`src/rtl/macc_sched_pkg.sv`:
```
// Shared definitions for the MACC core scheduler: FSM states, defaults and
// the layout of the response data word.
package macc_sched_pkg;

    typedef enum logic [2:0] {
        IDLE  = 3'd0,
        START = 3'd1,
        WAIT  = 3'd2,
        RESP  = 3'd3,
        DRAIN = 3'd4
    } sched_state_e;

    localparam int N_OPS_DEF  = 10;
    localparam int RSP_FIELDS = 4;

    // Word positions inside rsp_data = {ret, out3, out2, out1}
    localparam int RSP_OUT1 = 0;
    localparam int RSP_OUT2 = 1;
    localparam int RSP_OUT3 = 2;
    localparam int RSP_RET  = 3;

endpackage

```
`src/rtl/rr_arbiter.sv`:
```
// Combinational round-robin arbiter: first requester at or above ptr wins,
// wrapping around modulo N.
module rr_arbiter #(
    parameter int N  = 4,
    parameter int IW = (N > 1) ? $clog2(N) : 1
) (
    input  logic [N-1:0]  req,
    input  logic [IW-1:0] ptr,
    input  logic          en,
    output logic [N-1:0]  gnt,
    output logic [IW-1:0] idx,
    output logic          any
);

    int   pos_s;
    logic take_s;

    // Scan upward from the pointer; the first request found wins
    always_comb begin
        gnt    = '0;
        idx    = '0;
        any    = 1'b0;
        pos_s  = 0;
        take_s = 1'b0;
        for (int i = 0; i < N; i++) begin
            pos_s     = int'(ptr) + i;
            pos_s     = (pos_s >= N) ? (pos_s - N) : pos_s;
            take_s    = en & ~any & req[pos_s];
            gnt[pos_s] = gnt[pos_s] | take_s;
            idx       = take_s ? IW'(pos_s) : idx;
            any       = any | take_s;
        end
    end

endmodule

```
`src/rtl/macc_core_scheduler.sv`:
```
// Time-shares one ap_ctrl_hs MACC core between N_REQ requesters: round-robin
// grant, operand latch, core run with watchdog, tagged response, and a drain
// phase that waits out a core that timed out.
module macc_core_scheduler
    import macc_sched_pkg::*;
#(
    parameter int N_REQ   = 4,
    parameter int DATA_W  = 32,
    parameter int N_OPS   = N_OPS_DEF,
    parameter int TMO_CYC = 64
) (
    input  logic                              ap_clk,
    input  logic                              ap_rst,
    input  logic [N_REQ-1:0]                  req_valid,
    output logic [N_REQ-1:0]                  req_ready,
    input  logic [N_REQ*N_OPS*DATA_W-1:0]     req_ops,
    output logic                              core_start,
    input  logic                              core_done,
    input  logic                              core_idle,
    input  logic                              core_ready,
    output logic [N_OPS*DATA_W-1:0]           core_ops,
    input  logic [3*DATA_W-1:0]               core_out,
    input  logic [2:0]                        core_out_vld,
    input  logic [DATA_W-1:0]                 core_ret,
    output logic                              rsp_valid,
    input  logic                              rsp_ready,
    output logic [$clog2(N_REQ)-1:0]          rsp_id,
    output logic [RSP_FIELDS*DATA_W-1:0]      rsp_data,
    output logic                              rsp_err,
    output logic                              busy
);

    localparam int IW      = $clog2(N_REQ);
    localparam int SLICE_W = N_OPS * DATA_W;
    localparam int CNT_W   = (TMO_CYC > 1) ? $clog2(TMO_CYC) : 1;
    localparam logic [CNT_W-1:0] TMO_LAST = CNT_W'(TMO_CYC - 1);

    sched_state_e              state_r;
    logic [IW-1:0]             ptr_r;
    logic [IW-1:0]             job_id_r;
    logic [SLICE_W-1:0]        ops_r;
    logic [CNT_W-1:0]          cnt_r;
    logic                      tmo_r;

    logic [N_REQ-1:0]          gnt_s;
    logic [IW-1:0]             gidx_s;
    logic                      gany_s;
    logic [SLICE_W-1:0]        win_ops_s;
    logic [IW-1:0]             ptr_nxt_s;
    logic                      tmo_hit_s;
    logic                      vld_bad_s;
    logic [RSP_FIELDS*DATA_W-1:0] cap_data_s;

    // The core always sees the latched operands, so they cannot move mid-job
    assign core_ops = ops_r;

    rr_arbiter #(
        .N  (N_REQ),
        .IW (IW)
    ) u_arb (
        .req (req_valid),
        .ptr (ptr_r),
        .en  (state_r == IDLE),
        .gnt (gnt_s),
        .idx (gidx_s),
        .any (gany_s)
    );

    // Winner operand slice, next pointer, watchdog expiry and response packing
    always_comb begin
        win_ops_s = req_ops[int'(gidx_s)*SLICE_W +: SLICE_W];
        if (gidx_s == IW'(N_REQ - 1)) begin
            ptr_nxt_s = '0;
        end else begin
            ptr_nxt_s = gidx_s + IW'(1);
        end
        tmo_hit_s  = (cnt_r == TMO_LAST);
        vld_bad_s  = ~(&core_out_vld);
        cap_data_s = '0;
        cap_data_s[RSP_OUT1*DATA_W +: DATA_W] = core_out[0*DATA_W +: DATA_W];
        cap_data_s[RSP_OUT2*DATA_W +: DATA_W] = core_out[1*DATA_W +: DATA_W];
        cap_data_s[RSP_OUT3*DATA_W +: DATA_W] = core_out[2*DATA_W +: DATA_W];
        cap_data_s[RSP_RET*DATA_W  +: DATA_W] = core_ret;
    end

    // Scheduler FSM with registered handshake and response outputs
    always_ff @(posedge ap_clk) begin
        if (ap_rst) begin
            state_r    <= IDLE;
            ptr_r      <= '0;
            job_id_r   <= '0;
            ops_r      <= '0;
            cnt_r      <= '0;
            tmo_r      <= 1'b0;
            req_ready  <= '0;
            core_start <= 1'b0;
            rsp_valid  <= 1'b0;
            rsp_id     <= '0;
            rsp_data   <= '0;
            rsp_err    <= 1'b0;
            busy       <= 1'b0;
        end else begin
            req_ready <= '0;
            case (state_r)
                IDLE: begin
                    if (gany_s) begin
                        req_ready  <= gnt_s;
                        ops_r      <= win_ops_s;
                        ptr_r      <= ptr_nxt_s;
                        job_id_r   <= gidx_s;
                        cnt_r      <= '0;
                        core_start <= 1'b1;
                        busy       <= 1'b1;
                        state_r    <= START;
                    end else begin
                        busy <= 1'b0;
                    end
                end
                START, WAIT: begin
                    cnt_r <= cnt_r + CNT_W'(1);
                    // Completion wins over the watchdog when both land together
                    if (core_done && (core_ready || state_r == WAIT)) begin
                        core_start <= 1'b0;
                        rsp_valid  <= 1'b1;
                        rsp_id     <= job_id_r;
                        rsp_data   <= cap_data_s;
                        rsp_err    <= vld_bad_s;
                        tmo_r      <= 1'b0;
                        state_r    <= RESP;
                    end else if (tmo_hit_s) begin
                        core_start <= 1'b0;
                        rsp_valid  <= 1'b1;
                        rsp_id     <= job_id_r;
                        rsp_data   <= '0;
                        rsp_err    <= 1'b1;
                        tmo_r      <= 1'b1;
                        state_r    <= RESP;
                    end else if (state_r == START && core_ready) begin
                        core_start <= 1'b0;
                        state_r    <= WAIT;
                    end else begin
                        state_r <= state_r;
                    end
                end
                RESP: begin
                    if (rsp_ready) begin
                        rsp_valid <= 1'b0;
                        if (tmo_r) begin
                            state_r <= DRAIN;
                        end else begin
                            busy    <= 1'b0;
                            state_r <= IDLE;
                        end
                    end else begin
                        rsp_valid <= 1'b1;
                    end
                end
                DRAIN: begin
                    // A timed-out core may still finish; its results are dropped
                    if (core_done || core_idle) begin
                        busy    <= 1'b0;
                        state_r <= IDLE;
                    end else begin
                        busy <= 1'b1;
                    end
                end
                default: begin
                    core_start <= 1'b0;
                    rsp_valid  <= 1'b0;
                    busy       <= 1'b0;
                    state_r    <= IDLE;
                end
            endcase
        end
    end

endmodule

```
`config.mk`:
```
export PLATFORM = sky130hd
export DESIGN_NAME = macc_core_scheduler
export DESIGN_NICKNAME = d
export VERILOG_FILES = /design/src/rtl/macc_sched_pkg.sv /design/src/rtl/rr_arbiter.sv /design/src/rtl/macc_core_scheduler.sv
export SDC_FILE = /design/constraint.sdc
export NUM_CORES = 1
export LEC_CHECK = 0
export CAP_MARGIN = 20
export CORE_AREA = 2 2 735 737
export DETAILED_ROUTE_END_ITERATION = 8
export DIE_AREA = 0 0 737 739
export DONT_BUFFER_PORTS = 1
export GPL_ROUTABILITY_DRIVEN = 0
export PLACE_DENSITY_LB_ADDON = 0.1
export SYNTH_ARGS = -nofsm -noshare
export SYNTH_HDL_FRONTEND = slang
export SYNTH_SLANG_ARGS = --single-unit
```
`constraint.sdc`:
```
create_clock -name ap_clk -period 3.5 [get_ports ap_clk]
set_input_delay 0.525 -clock ap_clk [delete_from_list [all_inputs] [get_ports ap_clk]]
set_output_delay 0.525 -clock ap_clk [all_outputs]
set_load 0.02 [all_outputs]
```
==> out/results.txt, run 1 <==
Status -> finished, final reports clean
Headroom to the max-slew limit -> 0.251
Total gr overflow -> 0
Flop pwr share -> 0.299
WL per Instance -> 35.8 um
Ys flop type -> dfxtp_1
Sw power -> 18.5 mW
Multiplexer share of the synthesized area -> 0.279
P per Cell Area -> 774 mW/mm^2
Unrepaired setup endpoints after global routing -> false
Library cells used by synthesis -> 59
FMAX -> 0.295 GHz
Core Region -> 0.536 sq mm
Combinational family with the most area after synthesis -> multiplexers
Required time worst endpoint -> 4140 ps
Clock slew at reported path FFs -> 60 ps
Synth Area in XOR/XNOR -> 0.00185
Final Hold Vio Count -> 0
TritonCTS clock tree -> yes
DRC -> 0
Rows -> 269
Fill cell count -> 62100
Die Span Y -> 739 um
IO Pins -> 1879
Pint -> 20.4 mW
Dpl cell area -> 0.0339 sq mm
Routed met2 length -> 174000 um
WP buf/inv -> 5
Part of the power in combinational logic -> 0.473
Clock skew -> 94.9 ps
Vias in the first global route -> 29800
Post-synthesis compound-gate area fraction -> 0.179
Pin count of the biggest net entering global routing -> 146
Max-cap check violation count -> 0
Crit path max-delay family -> buffers and inverters
Worst-Skew Late Latency -> 840 ps
Full die area -> 0.545 sq mm
Simple-gate share of the synthesized area -> 0.0904
Highest Signal Layer -> met5
Clk sinks -> 472
R2R Path Start -> ptr_r[0]
Critical path's most frequent cell -> buf_12
H-tree levels -> 3
Synth Instances -> 2429
Slew Limit Fails -> 0
CP max-delay cell -> or4_4
Critical-path cell list -> inv_1 -> ha_1 -> mux2i_1 -> or4_4 -> a21oi_4 -> o21ai_2 -> a21oi_4 -> buf_12 -> buf_12 -> buf_16 -> buf_12 -> mux2i_2 -> o221ai_1
Slew @ Worst Pin -> 1120 ps
Setup CP Type -> reg2reg
Metal3 WL -> 59200 um
Drt pass-1 iters -> 5
CP startpoint -> ptr_r[0]
Worst Setup End Kind -> flip-flop
Kind of start point of the critical path -> flip-flop
Post-synthesis async set-or-reset flop share -> 0
Syn_area_per_cell -> 9.75 sq um
Worst IR Drop VDD -> 0.000577 V
Pre-CTS WS -> -668 ps
CTS Buf Count -> 87
DR iter-0 viols -> 2238
Most frequent cells in the layout -> dlygate4sd3_1 (1227), mux2i_1 (610), dfxtp_1 (471)
Root Buffer -> clkbuf_16
Final min period -> 3390 ps
Area Growth Syn to Fin -> 112%
Routed via count -> 30100
Flop2flop setup slack -> 110 ps
FF+latch count, synth -> 472
Post-Synth Adder-Cell Area -> 0.00264
Fin crit share -> 0.968
PnR worst setup slack -> 111 ps
Initial Util -> 0.0442
P_leak -> 15.9 nW
Final setup vio count -> 0
Worst-path fanout max -> 37
Sw Ratio -> 0.476
Sequential element share of the synthesized area -> 0.399
Die W -> 737 um
I/O Buffers -> 0
DR vias/cell -> 2.70
Antenna violations before repair -> 508
Critical path arrival -> 4030 ps
Post-route ant nets -> 0
Layout cell share with drive strength beyond 1 -> 0.117
Total GRT Usage -> 0.139
Worst Min Path Start -> req_ops[1198]
Maximum root-to-sink buffer count -> 4
Post-Route WL -> 400000 um
WL met1 -> 148000 um
Nets -> 5186
Finished Cell Area -> 0.0502 sq mm
Synth warnings -> 0
Crit-path max cell delay -> 460 ps
Syn nets -> 3855
Post-Syn Area -> 0.0237 sq mm
Clock network fraction of design power -> 0.228
Power Total -> 38.9 mW
Number of flops mapped to enable cells by yosys -> 0
Worst Hold Class -> in2reg
First-pass GRT wire length -> 466000 um
Leading cell type in the layout, fill and taps excluded -> dlygate4sd3_1
Post-detail-place hpwl -> 351000 um
==> routing by layer <==
layer,global-route usage,vias to the layer above
li1,-,12100
met1,0.153,14500
met2,0.220,2309
met3,0.0868,981
met4,0.0426,208
met5,0.000176,-
==> synth_stat cells (all sizes together) (3+ instances only) <==
| cell type | count | area (sq um) |
|---|---|---|
| mux2 | 5 | 56.3 |
| o221ai | 321 | 2810 |
| mux4 | 3 | 67.6 |
| a311oi | 5 | 43.8 |
| nor3b | 3 | 22.5 |
| a211oi | 10 | 75.1 |
| nand3b | 3 | 22.5 |
| buf | 84 | 513 |
| or2 | 4 | 25.0 |
| nor2 | 155 | 582 |
| ha | 5 | 62.6 |
| nor2b | 5 | 31.3 |
| inv | 8 | 30.0 |
| or3 | 3 | 18.8 |
| clkbuf | 154 | 608 |
| mux2i | 648 | 6490 |
| xor2 | 3 | 26.3 |
| nand2 | 336 | 1260 |
| nor3 | 8 | 51.3 |
| dfxtp | 472 | 9450 |
| nand3 | 4 | 20.0 |
| a2111oi | 4 | 53.8 |
| o21ai | 9 | 45.0 |
| a22oi | 131 | 983 |
| nand2b | 3 | 18.8 |
| a21oi | 15 | 78.8 |
==> stage by stage <==
| step | utilization | std cells | TNS [ps] | hold slack [ps] |
|---|---|---|---|---|
| 4_1_cts | 0.0920 | 11000 | -54.9 | 1.16 |
| 2_1_floorplan | - | 2429 | 0 | 451 |
| 3_5_place_dp | 0.0633 | 9597 | -14620 | 482 |
| 6_report | 0.0937 | 11200 | 0 | 48.5 |
| 5_1_grt | 0.0935 | 11100 | 0 | 26.8 |
| 3_3_place_gp | 0.0633 | 9595 | -29490 | 485 |
==> worst paths after layout <==
check                   to  cells past startpoint
max          core_ops[235]                     13
min          core_ops[238]                      2
max reg2reg  core_ops[235]                     13
min reg2reg       cnt_r[5]                      2
==> cell type report <==
cell class                      instances  area, sq um  share of cell area
Clock inverter                         25          243             0.00484
Tap cell                             7181         8980               0.179
Multi-Input combinational cell       1711        13400               0.268
Antenna cell                          158          395             0.00788
Sequential cell                       472         9450               0.188
Clock buffer                          125         2500              0.0498
Inverter                                8         30.0            0.000598
Timing Repair Buffer                 1480        15100               0.302
==> power groups by stage <==
stage          combinational, mW  clock, mW  sequential, mW
2_1_floorplan               9.32          0            9.40
3_5_place_dp                15.6          0            11.8
6_report                    18.4       8.87            11.6
5_1_grt                     19.6       9.45            11.9
3_3_place_gp                15.5          0            11.9
4_1_cts                     18.0       9.42            11.7
==> what timing repair did <==
item	in CTS	in global routing
pin swaps	1	2
hold buffers	1226	2
buffers inserted	2	17
endpoints found under the hold margin	454	1
cloned	2	6
endpoints found under the setup margin	205	123
resized for setup	48	29
==> logic make-up (layout without fill, tap and decap cells) <==
| kind of cell | Yosys count | count (layout) |
|---|---|---|
| other | 0 | 158 |
| and+or+nand+nor | 535 | 535 |
| xor gates and xnor gates | 5 | 5 |
| buffers and inverters | 246 | 1638 |
| AOI/OAI and AO/OA | 510 | 510 |
| muxes | 656 | 656 |
| adders and majority gates | 5 | 5 |
| DFF | 472 | 472 |
==> worst reg2reg max path: stages, from the launching register on <==
cell	delay (ps)
dfxtp_2	330
inv_1	60
ha_1	320
mux2i_1	150
or4_4	460
a21oi_4	180
o21ai_2	80
a21oi_4	160
buf_12	140
buf_12	160
buf_16	170
buf_12	280
mux2i_2	520
o221ai_1	190
==> state kept, by name (all words and copies together) (netlist names), 2 cells and up <==
signal and flops:
core_ops 320, job_id_r 2, cnt_r 6, state_r 3
rsp_data 128, rsp_id 2, ptr_r 2, req_ready 4
No activity file was read; power rests on OpenSTA's default activity.
==> inputs of run 2 (changes only) <==
REMOVE_ABC_BUFFERS = 1   (was unset)
==> out/results.txt, run 2 (synthesis gave the netlist of run 1 again) <==
Final setup vio count -> 0 (unchanged)
Post-Route WL -> 358000 um (-11%)
Total GRT Usage -> 0.124 (-0.0152)
Clock slew at reported path FFs -> 60 ps (about the same)
Pin count of the biggest net entering global routing -> 146 (unchanged)
R2R cell count -> 14 (+1)
Max-cap check violation count -> 0 (unchanged)
TritonCTS clock tree -> yes
IO Pins -> 1879 (unchanged)
Area Growth Syn to Fin -> 113%
Required time worst endpoint -> 4180 ps (+40 ps)
Drt pass-1 iters -> 5 (unchanged)
DR vias/cell -> 2.66 (-1.6%)
Clk sinks -> 472 (unchanged)
Post-detail-place hpwl -> 312000 um (-11%)
DR iter-0 viols -> 1991 (-11%)
I/O Buffers -> 0 (unchanged)
Worst hold slack -> 88.9 ps (+40.5 ps)
Full die area -> 0.545 sq mm (unchanged)
Worst IR Drop VDD -> 0.000483 V (-16%)
Rows -> 269 (unchanged)
Part of the power in combinational logic -> 0.478 (+0.005)
Flop2flop setup slack -> 130 ps (+20 ps)
Die Span Y -> 739 um (unchanged)
Status -> finished, final reports clean
Highest Signal Layer -> met5
Clock network fraction of design power -> 0.231 (+0.003)
Sw power -> 17.3 mW (-6.8%)
Pint -> 19.9 mW (-2.3%)
Final Hold Vio Count -> 0 (unchanged)
Post-route ant nets -> 0 (unchanged)
P_leak -> 15.9 nW (-0.57%)
Slew @ Worst Pin -> 1010 ps (-111 ps)
FMAX -> 0.297 GHz (+0.56%)
CTS Buf Count -> 85 (-2.3%)
Fin crit share -> 0.963 (-0.00538)
Largest register FFs -> 320 (unchanged)
Final Util -> 0.0940 (+0.000285)
Sw Ratio -> 0.465 (-0.0117)
WL met1 -> 137000 um (-7.6%)
Power Total -> 37.1 mW (-4.5%)
Clock skew -> 50.3 ps (-44.7 ps)
R2R Path Start -> ptr_r[1]
Worst Hold Class -> in2reg
H-tree levels -> 3 (unchanged)
Hold depth -> 2 (unchanged)
P per Cell Area -> 738 mW/mm^2 (-4.8%)
Routed via count -> 29900 (-0.91%)
Setup CP Type -> reg2reg
Antenna violations before repair -> 486 (-4.3%)
Leading cell type in the layout, fill and taps excluded -> dlygate4sd3_1
Headroom to the max-slew limit -> 0.325 (+0.0738)
Metal3 WL -> 43300 um (-27%)
Slew Limit Fails -> 0 (unchanged)
Worst Min Path Start -> req_ops[1058]
Layout cell share with drive strength beyond 1 -> 0.103 (-0.0143)
Worst-path fanout max -> 17 (-54%)
Core Region -> 0.536 sq mm (unchanged)
Worst Setup End Kind -> flip-flop
Nets -> 5200 (+0.27%)
Worst-Skew Late Latency -> 790 ps (-50 ps)
Most frequent cells in the layout -> dlygate4sd3_1 (1277), mux2i_1 (616), dfxtp_1 (472)
Root Buffer -> clkbuf_16
Total gr overflow -> 0 (unchanged)
Critical path arrival -> 4050 ps (+20 ps)
Reg2reg end -> core_ops[71]
Non-Filler Instances -> 11200 (+0.72%)
Flop pwr share -> 0.291 (-0.008)
Die W -> 737 um (unchanged)
Inst Count DP -> 9569 (-0.29%)
First-pass GRT wire length -> 422000 um (-9.4%)
Final min period -> 3370 ps (-18.8 ps)
WL per Instance -> 31.8 um (-11%)
Maximum root-to-sink buffer count -> 4 (unchanged)
Routed met2 length -> 157000 um (-9.7%)
Kind of start point of the critical path -> flip-flop
Vias in the first global route -> 29700 (-0.35%)
DRC -> 0 (unchanged)
Worst Hold End -> core_ops[98]
Initial Util -> 0.0442 (unchanged)
Total negative slack -> 0 ps (unchanged)
-- run 2: timing repair --
item	in CTS	in global routing
pin swaps	0	1
gates cloned	1	4
hold buffers	1278	0
endpoints found under the setup margin	25	74
resized for setup	37	34
setup buffers	2	14
hold endpoints to repair	463	0
-- run 2: how the worst max path moves through the flow --
| stage | startpoint | end | slack (ps) |
|---|---|---|---|
| 3_5_place_dp | ptr_r[0] | core_ops[69] | -490 |
| 5_1_grt | ptr_r[1] | core_ops[293] | -3 |
| 6_report | ptr_r[1] | core_ops[71] | 130 |
| 3_3_place_gp | ptr_r[0] | core_ops[69] | -530 |
| 4_1_cts | ptr_r[0] | core_ops[78] | -150 |
| 2_1_floorplan | ptr_r[0] | core_ops[0] | -26460 |
-- run 2: per-layer routing --
| metal | up-vias | GRT usage |
|---|---|---|
| met5 | - | 0.000176 |
| met4 | 202 | 0.0515 |
| met3 | 932 | 0.0598 |
| met2 | 2230 | 0.198 |
| met1 | 14300 | 0.141 |
| li1 | 12200 | - |
-- run 2: final cells by class --
type / count / area (sq um)
fillers: 62100 / 485000
repair buffers: 1496 / 15200
multi-input cells: 1711 / 13400
flip-flops and latches: 472 / 9450
well taps: 7181 / 8980
clock buffers: 124 / 2470
diodes: 232 / 581
clock inverters: 16 / 175
inverters: 8 / 30.0
-- run 2: power groups by stage --
stage	clock, mW	sequential, mW	combinational [mW]
CTS	9.11	10.9	17.5
floorplan	0	10.8	6.15
global route	9.18	10.9	19.0
finish	8.59	10.8	17.7
detailed placement	0	11.0	15.1
global placement	0	11.1	15.0
-- run 2: critical path: stages, from the launching register on --
cell and delay [ps]:
dfxtp_1 330, inv_1 90, ha_4 290, mux2i_1 90, or4_4 440, a21oi_2 150
o21ai_1 120, a21oi_4 280, buf_12 170, buf_16 160, buf_12 160, buf_16 190
mux2i_1 410, buf_4 180, o221ai_1 110
-- run 2: stage by stage --
stage	worst slack, ps	area, sq um
4_1_cts	-153	49300
3_3_place_gp	-529	33600
3_5_place_dp	-489	33600
5_1_grt	-2.68	50000
2_1_floorplan	-26460	22600
6_report	130	50300
